**config.mk**
```make
export PLATFORM = sky130hd
export DESIGN_NAME = ahb_lite_arbiter
export DESIGN_NICKNAME = d
export VERILOG_FILES = /design/src/rtl/ahb_lite_arbiter.sv
export SDC_FILE = /design/constraint.sdc
export NUM_CORES = 1
export LEC_CHECK = 0
export CORE_MARGIN = 2
export CORE_UTILIZATION = 29
export CTS_BUF_LIST = sky130_fd_sc_hd__clkbuf_4 sky130_fd_sc_hd__clkbuf_8
export CTS_CLUSTER_SIZE = 20
export DETAILED_ROUTE_END_ITERATION = 6
export HOLD_SLACK_MARGIN = 0.02
export PLACE_DENSITY = 0.66
export SLEW_MARGIN = 40
export SYNTH_ARGS = -nofsm -noshare
export SYNTH_HDL_FRONTEND = slang
export SYNTH_SLANG_ARGS = --single-unit
```
**constraint.sdc**
```tcl
create_clock -name HCLK -period 3.65 [get_ports HCLK]
set_clock_uncertainty 0.05 [all_clocks]
set_input_delay 0.5475 -clock HCLK [delete_from_list [all_inputs] [get_ports HCLK]]
set_output_delay 0.5475 -clock HCLK [all_outputs]
set_load 0.02 [all_outputs]
```
**src/rtl/ahb_lite_arbiter.sv**
```systemverilog
// ahb_lite_arbiter: two-master AHB-lite arbiter. Each master owns a one-deep
// hold register and a small FSM that stalls it through its own HREADY. One
// shared issue register drives the slave-side address phase. All master
// bursts leave as SINGLE transfers.
// Optional feature macro: AHB_ARB_LOCK_EN (HMASTLOCK-based bus locking).

// Per-master port: captures one address phase and tracks it to completion
module ahb_arb_port #(
  parameter int RW = 41
) (
  input  logic          clk,
  input  logic          rst,
  input  logic          req,      // master HTRANS[1]: NONSEQ/SEQ
  input  logic [RW-1:0] req_ctl,  // {lock, prot, size, write, addr}
  input  logic          hready,
  input  logic          grant,    // already qualified with slave HREADY
  output logic          held,
  output logic          in_data,
  output logic [RW-1:0] hold,
  output logic          mready
);
  typedef enum logic [1:0] {IDLE, HELD, ADDR, DATA} st_t;
  st_t  st, st_nxt;
  logic cap;

  // state register
  always_ff @(posedge clk or posedge rst)
    if (rst) st <= IDLE;
    else     st <= st_nxt;

  // next state, capture strobe and master-side ready
  always_comb begin
    st_nxt = st;
    cap    = 1'b0;
    mready = 1'b1;
    case (st)
      IDLE: if (req) begin cap = 1'b1; st_nxt = HELD; end
      HELD: begin mready = 1'b0; if (grant) st_nxt = ADDR; end
      ADDR: begin mready = 1'b0; if (hready) st_nxt = DATA; end
      DATA: begin
        // completion cycle doubles as the accept cycle for the next address
        mready = hready;
        if (hready) begin
          cap    = req;
          st_nxt = req ? HELD : IDLE;
        end
      end
      default: st_nxt = IDLE;
    endcase
  end

  // one-deep hold register for the captured address phase
  always_ff @(posedge clk or posedge rst)
    if (rst)      hold <= '0;
    else if (cap) hold <= req_ctl;

  assign held    = (st == HELD);
  assign in_data = (st == DATA);
endmodule

// Top: lane array of master ports, round-robin grant, shared issue register
module ahb_lite_arbiter #(
  parameter int AW = 32,
  parameter int DW = 32
) (
  input  logic          HCLK,
  input  logic          HRESET,
  input  logic [1:0]    M0_HTRANS,
  input  logic [AW-1:0] M0_HADDR,
  input  logic          M0_HWRITE,
  input  logic [2:0]    M0_HSIZE,
  input  logic [3:0]    M0_HPROT,
  input  logic          M0_HMASTLOCK,
  input  logic [DW-1:0] M0_HWDATA,
  output logic          M0_HREADY,
  output logic          M0_HRESP,
  output logic [DW-1:0] M0_HRDATA,
  input  logic [1:0]    M1_HTRANS,
  input  logic [AW-1:0] M1_HADDR,
  input  logic          M1_HWRITE,
  input  logic [2:0]    M1_HSIZE,
  input  logic [3:0]    M1_HPROT,
  input  logic          M1_HMASTLOCK,
  input  logic [DW-1:0] M1_HWDATA,
  output logic          M1_HREADY,
  output logic          M1_HRESP,
  output logic [DW-1:0] M1_HRDATA,
  output logic [1:0]    HTRANS,
  output logic [2:0]    HBURST,
  output logic [AW-1:0] HADDR,
  output logic          HWRITE,
  output logic [2:0]    HSIZE,
  output logic [3:0]    HPROT,
  output logic          HMASTLOCK,
  output logic [DW-1:0] HWDATA,
  input  logic          HREADY,
  input  logic          HRESP,
  input  logic [DW-1:0] HRDATA
);
  localparam int NUM_LANES = 2;
  localparam int RW        = AW + 9;

  logic [NUM_LANES-1:0]         req, held, in_data, grant, mready, elig;
  logic [NUM_LANES-1:0][RW-1:0] req_ctl, hold;
  logic                         win, go, last_grant, iss_vld;
  logic [RW-1:0]                iss;

  assign req        = {M1_HTRANS[1], M0_HTRANS[1]};
  assign req_ctl[0] = {M0_HMASTLOCK, M0_HPROT, M0_HSIZE, M0_HWRITE, M0_HADDR};
  assign req_ctl[1] = {M1_HMASTLOCK, M1_HPROT, M1_HSIZE, M1_HWRITE, M1_HADDR};

  generate
    for (genvar g = 0; g < NUM_LANES; g++) begin : g_port
      ahb_arb_port #(.RW(RW)) u_port (
        .clk     (HCLK),
        .rst     (HRESET),
        .req     (req[g]),
        .req_ctl (req_ctl[g]),
        .hready  (HREADY),
        .grant   (grant[g]),
        .held    (held[g]),
        .in_data (in_data[g]),
        .hold    (hold[g]),
        .mready  (mready[g])
      );
    end
  endgenerate

`ifdef AHB_ARB_LOCK_EN
  logic lock_vld, lock_own;
  logic unused_ok;
  assign unused_ok = ^{M0_HTRANS[0], M1_HTRANS[0]};

  // lock owner tracking: set by a locked issue, cleared by the owner's unlocked issue
  always_ff @(posedge HCLK or posedge HRESET)
    if (HRESET) begin
      lock_vld <= 1'b0;
      lock_own <= 1'b0;
    end else if (go) begin
      if (hold[win][RW-1]) begin
        lock_vld <= 1'b1;
        lock_own <= win;
      end else if (lock_own == win) begin
        lock_vld <= 1'b0;
      end
    end

  assign HMASTLOCK = iss[RW-1];
`else
  logic unused_ok;
  assign unused_ok = ^{M0_HTRANS[0], M1_HTRANS[0], iss[RW-1]};
  assign HMASTLOCK = 1'b0;
`endif

  // arbitration: round-robin only when both are held; grant needs slave HREADY
  always_comb begin
    elig = held;
`ifdef AHB_ARB_LOCK_EN
    if (lock_vld) elig = held & (lock_own ? 2'b10 : 2'b01);
`endif
    win        = (&elig) ? ~last_grant : elig[1];
    go         = (|elig) & HREADY;
    grant      = '0;
    grant[win] = go;
  end

  // last_grant remembers the winner of the last contested arbitration
  always_ff @(posedge HCLK or posedge HRESET)
    if (HRESET)                 last_grant <= 1'b1;
    else if (go && (&elig))     last_grant <= win;

  // issue register: slave address phase, advances only when the slave is ready
  always_ff @(posedge HCLK or posedge HRESET)
    if (HRESET) begin
      iss_vld <= 1'b0;
      iss     <= '0;
    end else if (HREADY) begin
      iss_vld <= go;
      iss     <= go ? hold[win] : '0;
    end

  assign HTRANS                        = {iss_vld, 1'b0};
  assign HBURST                        = 3'b000;
  assign {HPROT, HSIZE, HWRITE, HADDR} = iss[RW-2:0];
  assign HWDATA = in_data[0] ? M0_HWDATA : (in_data[1] ? M1_HWDATA : '0);

  assign M0_HREADY = mready[0];
  assign M0_HRESP  = in_data[0] & HRESP;
  assign M0_HRDATA = in_data[0] ? HRDATA : '0;
  assign M1_HREADY = mready[1];
  assign M1_HRESP  = in_data[1] & HRESP;
  assign M1_HRDATA = in_data[1] ? HRDATA : '0;
endmodule

```
==> run_results.csv, run 1 <==
group,metric,value,unit
setup_path,critPathTopFamily,"buffers and inverters",
die,dieHeight,150,microns
grt,grt_pass1_vias,5099,
setup_path,rr_endpoint,"g_port[0].u_port.hold[32]$_DFFE_PP0P_",
detailed_routing,routed-via-count,5000,
timing,finalSetupViolCount,0,
timing,tightest_slew,0.648,ns
die,rows,53,
clock_tree,insertion_delay,0.44,ns
grt,antenna_found_initial,11,
placement,hpwl,15200,microns
hold_path,worstHoldPathType,"input pin to async pin",
setup_path,crit_fanout,14,
layout,fin_nets,996,
clock_tree,cts-hold-fix-buffers,0,
yosys,netlist_top_cells_count,"125 x dfrtp_1, 66 x and2_1, 43 x mux2_1, 42 x mux2i_1, 40 x o2bb2ai_1",
setup_path,path_class,"input pin to output port",
detailed_routing,wl_per_cell,19.1,microns
detailed_routing,drc_errors,0,
grt,grt_pass1_wl,31100,microns
power_and_ir_drop,ir_worst_vdd,0.000343,V
die,start_util,29.5,%
yosys,syn_area_per_cell,12.9,sq um
detailed_routing,vias_per_cell,4.59,
setup_path,r2r_start,"g_port[0].u_port.st[1]$_DFFE_PP0P_",
grt,track_usage,18.6,%
status,status,"complete, no violations",
timing,finalSetupTns,0,ns
setup_path,max_stage_delay,0.70,ns
yosys,ys_ff_latch,126,
timing,hold_viol_final,0,
setup_path,slowest_stage,"clkdlybuf4s50_1",
yosys,ys.flop_type,"dfrtp_1",
setup_path,critPathArrivalTime,2.42,ns
setup_path,endpoint_kind,"output port",
setup_path,path_buf_inv,4,
clock_tree,cts_tree,"built",
clock_tree,ctsRootBufferMaster,"clkbuf_8",
clock_tree,cts_resized,0,
timing,max_freq,0.332,GHz
setup_path,critical_path.cell_chain,"clkdlybuf4s50_1 -> clkinv_1 -> buf_4 -> mux2i_1 -> clkdlybuf4s50_1",
grt,grt_max_degree,44,
layout,final_cells,1090,
die,die_w,150,microns
detailed_routing,ant_nets,0,
yosys,synth_most_common_cell,"dfrtp_1",
run,maxCapViolCount,0,
yosys,post_synth_num_cell_types,38,
setup_path,required,3.05,ns
timing,slew_headroom,56.8,%
yosys,yosysTopAreaCell,"dfrtp_1",
die,ioPinCount,332,
timing,post-route-period-util,82.6,%
yosys,synth_edf_count,0,
yosys,syn_inst,481,
timing,rsz0062_at_grt,"no",
yosys,async_reset_ff_share,100,%
clock_tree,clock-sinks,126,
layout,syn2layout_area_growth,62.8,%
timing,fin_crit,3.02,ns
yosys,synth_area,6190,sq um
power_and_ir_drop,power_density,795,nW/um^2
detailed_routing,dr.pass1.iters,4,
setup_path,cp-start-kind,"input pin",
die,core,21000,sq um
clock_tree,h-tree-depth,4,
placement,place_congestion,0.821,
yosys,synth.yosys.seq_area_share,50.9,%
clock_tree,clk_pin_slew,0.07,ns
yosys,synth_top_cells_by_area,"dfrtp_1 51%, mux2_1 7.8%, mux2_2 6.9%",
detailed_routing,wirelength,20900,microns
clock_tree,numCtsBuffers,17,
placement,place_inst,1054,
setup_path,cpMostUsedCell,"clkdlybuf4s50_1",
placement,io_buffer_count,322,
power_and_ir_drop,leakage,4.12,nW
layout,drive_gt1_share,11.8,%
detailed_routing,drt_iter0_drc,162,
yosys,yosysWarnings,0,
yosys,yosysTopAreaCellShare,50.5,%
setup_path,ff2ff_setup_slack,1.21,ns
grt,gr-total-overflow,0,
setup_path,ff2ff_path_depth,6,
clock_tree,post_cts_buffers,0,
die,dieArea,22500,sq um
timing,maxSlewViolCount,0,
clock_tree,clock_path_buffers,2,
## cell usage in the layout, fill, tap and decap left out, types with 5 or more instances in the layout
cell type        netlist  layout
clkinv_2               0       5
mux2i_1               42      42
buf_4                 10      12
o2bb2ai_1             40      40
and2_1                66      66
conb_1                 1       5
clkdlybuf4s50_1        0     322
mux2_2                38      38
ha_1                  12      11
mux2_1                43      43
a22o_1                32      32
dfrtp_1              125     125
inv_1                  8       7
clkbuf_8               0      18
## flip-flops by register name (all words and copies together) (netlist names)
signal / flops
g_port.u_port.st: 4
iss: 40
iss_vld: 1
last_grant: 1
g_port.u_port.hold: 80
## cells by family after synthesis
| family | share of synthesized area (%) |
|---|---|
| buffers and inverters | 4.77 |
| and+or+nand+nor | 7.94 |
| xor gates and xnor gates | 0.141 |
| DFF | 50.9 |
| muxes | 21.5 |
| other | 0.0606 |
| AOI/OAI and AO/OA | 12.2 |
| adders and majority gates | 2.42 |
## metrics by stage
step | hold WS, ns | instance area [sq um] | utilization (%) | worst slack (ns) | total power, W
CTS | 0.406 | 10100 | 47.9 | 0.614 | 0.00813
global route | 0.440 | 10100 | 47.9 | 0.507 | 0.00854
detailed placement | 0.422 | 9680 | 46.0 | 0.648 | 0.00688
floorplan | 0.407 | 6210 | - | 1.50 | 0.00511
finish | 0.428 | 10100 | 47.9 | 0.635 | 0.00801
global placement | 0.417 | 9680 | 46.0 | 0.654 | 0.00682
## metal layers
layer / GRT usage (%) / up-vias / share of wire [%]
met5: 0 / - / 0.28
met4: 3.54 / 10 / 0.67
met3: 11.3 / 22 / 11
met2: 26.9 / 169 / 43
met1: 23.9 / 2439 / 45
li1: - / 2360 / -
## area by class of cell
cell class,count,area [sq um]
diodes,4,10.0
clock buffers,18,248
clock inverters,14,144
fillers,1919,10900
inverters,9,37.5
multi-input cells,308,2790
flip-flops and latches,126,3150
well taps,275,344
repair buffers,336,3350
## power by group
part           leakage, nW  switching [W]  internal, W
sequential            1.55       0.000339      0.00205
clock                0.199       0.000583     0.000623
combinational         2.37        0.00218      0.00223
## how the worst max path moves through the flow
stage	startpoint	to	cells after the start
after floorplan	HRESET	g_port[0].u_port.hold[0]$_DFFE_PP0P_	1
after global placement	HREADY	M0_HREADY	5
after detailed placement	HREADY	M1_HREADY	5
after CTS	g_port[0].u_port.st[0]$_DFFE_PP0P_	HWDATA[3]	5
after global routing	HREADY	M1_HREADY	5
final	HREADY	M0_HREADY	5
No activity file was read; power rests on OpenSTA's default activity.
==> inputs of run 2 (changes only) <==
- PLACE_DENSITY: 0.66 -> 0.63
- clock period: 3.65 -> 3.1 ns (I/O delays scaled with it)
==> run 2 against run 1 <==
Net effect:
- sequential cell count is the same
- sequential share of layout area fell by 0.17 points
- critical path type is now flip-flop to output port
- sequential power is 18% higher
- critical path depth stayed put
- non-clock buffer count rose by 1
- clock power rose by 22%
- setup slack worse by 0.43 ns
- largest cell class unchanged
- via count rose by 2.1%
- die area unchanged
- cell area grew 0.53%
==> run_results.csv, run 2 (same netlist as run 1, synthesis figures left out) <==
group,metric,value,unit
status,status,"complete, no violations",
power_and_ir_drop,p_comb_share,55.3,%
power_and_ir_drop,leakage,4.13,nW
setup_path,cp-start-kind,"flip-flop",
timing,fin_crit,2.89,ns
setup_path,crit_fanout,32,
timing,hold_slack,0.370,ns
grt,antenna_found_initial,5,
run,maxCapViolCount,0,
setup_path,critPathArrivalTime,2.38,ns
detailed_routing,met3_length,1550,microns
layout,syn2layout_area_growth,63.6,%
timing,hold_viol_final,0,
setup_path,r2r_start,"g_port[0].u_port.st[1]$_DFFE_PP0P_",
grt,grt_pass1_vias,5483,
clock_tree,cts_tree,"built",
clock_tree,post_cts_buffers,0,
setup_path,ff2ff_path_depth,6,
detailed_routing,dr.pass1.iters,5,
clock_tree,ctsRootBufferMaster,"clkbuf_8",
layout,regMostFlops,"g_port.u_port.hold",
timing,finalSetupTns,0,ns
setup_path,ff2ff_setup_slack,0.93,ns
layout,top_regs,"g_port.u_port.hold (80), iss (40), g_port.u_port.st (4)",
placement,io_buffer_count,322,
detailed_routing,vias_per_cell,4.68,
clock_tree,clock-sinks,126,
grt,gr-total-overflow,0,
power_and_ir_drop,clkPwrFrac,15.4,%
detailed_routing,wirelength,21100,microns
power_and_ir_drop,ir_worst_vdd,0.000377,V
power_and_ir_drop,internal_power,0.00589,W
setup_path,rr_endpoint,"g_port[0].u_port.hold[34]$_DFFE_PP0P_",
grt,grt_max_degree,43,
die,rows,53,
timing,tightest_slew,0.589,ns
detailed_routing,wl_per_cell,19.3,microns
timing,post-route-period-util,93.4,%
power_and_ir_drop,switching_share,38.7,%
clock_tree,clk_pin_slew,0.08,ns
layout,largest_register_ffs,80,
detailed_routing,drc_errors,0,
die,ioPinCount,332,
timing,rsz0062_at_grt,"no",
clock_tree,cts-hold-fix-buffers,0,
grt,track_usage,18.7,%
timing,finalSetupViolCount,0,
power_and_ir_drop,power_density,948,nW/um^2
layout,stdcell_area,10100,sq um
die,dieArea,22500,sq um
timing,max_freq,0.345,GHz
timing,maxSlewViolCount,0,
setup_path,required,2.58,ns
setup_path,path_class,"flip-flop to output port",
clock_tree,h-tree-depth,4,
die,start_util,29.5,%
layout,layout_common_cells,"322 x clkdlybuf4s50_1, 125 x dfrtp_1, 66 x and2_1",
layout,fin_nets,997,
clock_tree,cts_resized,0,
detailed_routing,dr_wl_met2,9900,microns
detailed_routing,ant_nets,0,
placement,hpwl,15200,microns
clock_tree,numCtsBuffers,17,
power_and_ir_drop,power_frac_seq,29.3,%
die,core,21000,sq um
power_and_ir_drop,p_total,0.00961,W
die,dieHeight,150,microns
power_and_ir_drop,p_sw,0.00372,W
setup_path,endpoint_kind,"output port",
hold_path,worstHoldPathType,"input pin to async pin",
placement,place_congestion,0.917,
clock_tree,insertion_delay,0.43,ns
detailed_routing,routed-via-count,5105,
detailed_routing,drt_iter0_drc,185,
clock_tree,clock_path_buffers,2,
layout,drive_gt1_share,11.9,%
layout,mostFrequentLayoutCell,"clkdlybuf4s50_1",
placement,placed_cell_area,9710,sq um
die,die_w,150,microns
detailed_routing,top_layer_used,"met5",
grt,grt_pass1_wl,32000,microns
timing,slew_headroom,60.7,%
detailed_routing,wl_met1,9500,microns
run 2: cell count changes in the layout (fill, tap and decap cells not counted), sizes merged:
cell / before / now
clkinv: 10 / 4
clkbuf: 18 / 23
clkinvlp: 3 / 5
buf: 14 / 15
inv: 8 / 7
run 2: power groups by stage:
stage          sequential, W  combinational, W  clock (W)
6_report             0.00282           0.00531    0.00148
5_1_grt              0.00292           0.00566    0.00161
4_1_cts              0.00282           0.00537    0.00152
3_5_place_dp         0.00285           0.00535          0
3_3_place_gp         0.00279           0.00522          0
2_1_floorplan        0.00294           0.00307          0
run 2: critical path, cell delays in order, from the launching register on:
cell and delay, ns:
dfrtp_1 0.43, ha_2 0.22, nor2b_2 0.10, buf_4 0.31, a22o_1 0.25, clkdlybuf4s50_1 0.63
run 2: metal layers:
| metal | up-vias | global-route usage [%] |
|---|---|---|
| met5 | - | 0 |
| met4 | 2 | 4.10 |
| met3 | 18 | 6.88 |
| met2 | 170 | 29.5 |
| met1 | 2551 | 24.4 |
| li1 | 2364 | - |
run 2: final cells by class:
type / count / area [sq um]
fill: 1895 / 10900
inverter: 9 / 37.5
timing repair buffer: 337 / 3390
tap: 275 / 344
antenna: 4 / 10.0
clock buffer: 23 / 304
clock inverter: 9 / 109
multi-input combinational: 308 / 2790
sequential: 126 / 3150
run 2: how the worst max path moves through the flow:
| stage | startpoint | end | slack, ns |
|---|---|---|---|
| after floorplan | HRESET | g_port[0].u_port.hold[0]$_DFFE_PP0P_ | 1.03 |
| after global placement | HREADY | M1_HREADY | 0.64 |
| after detailed placement | HREADY | M1_HREADY | 0.64 |
| after CTS | g_port[0].u_port.st[0]$_DFFE_PP0P_ | HWDATA[18] | 0.19 |
| after global routing | g_port[1].u_port.st[0]$_DFFE_PP0P_ | HWDATA[18] | 0.07 |
| final | g_port[0].u_port.st[1]$_DFFE_PP0P_ | HWDATA[2] | 0.21 |
run 2: stage by stage:
stage | utilization [%] | std cells | setup WS [ns]
final | 48.2 | 1091 | 0.205
after global routing | 48.2 | 1087 | 0.0711
after CTS | 48.2 | 1087 | 0.192
after detailed placement | 46.2 | 1055 | 0.639
after global placement | 46.2 | 1055 | 0.644
after floorplan | - | 485 | 1.03
==> inputs of run 3 (changes only) <==
- SLEW_MARGIN: 40 -> unset
==> results of run 3 <==
Final layout, timing and power as in run 2 (identical DEF).
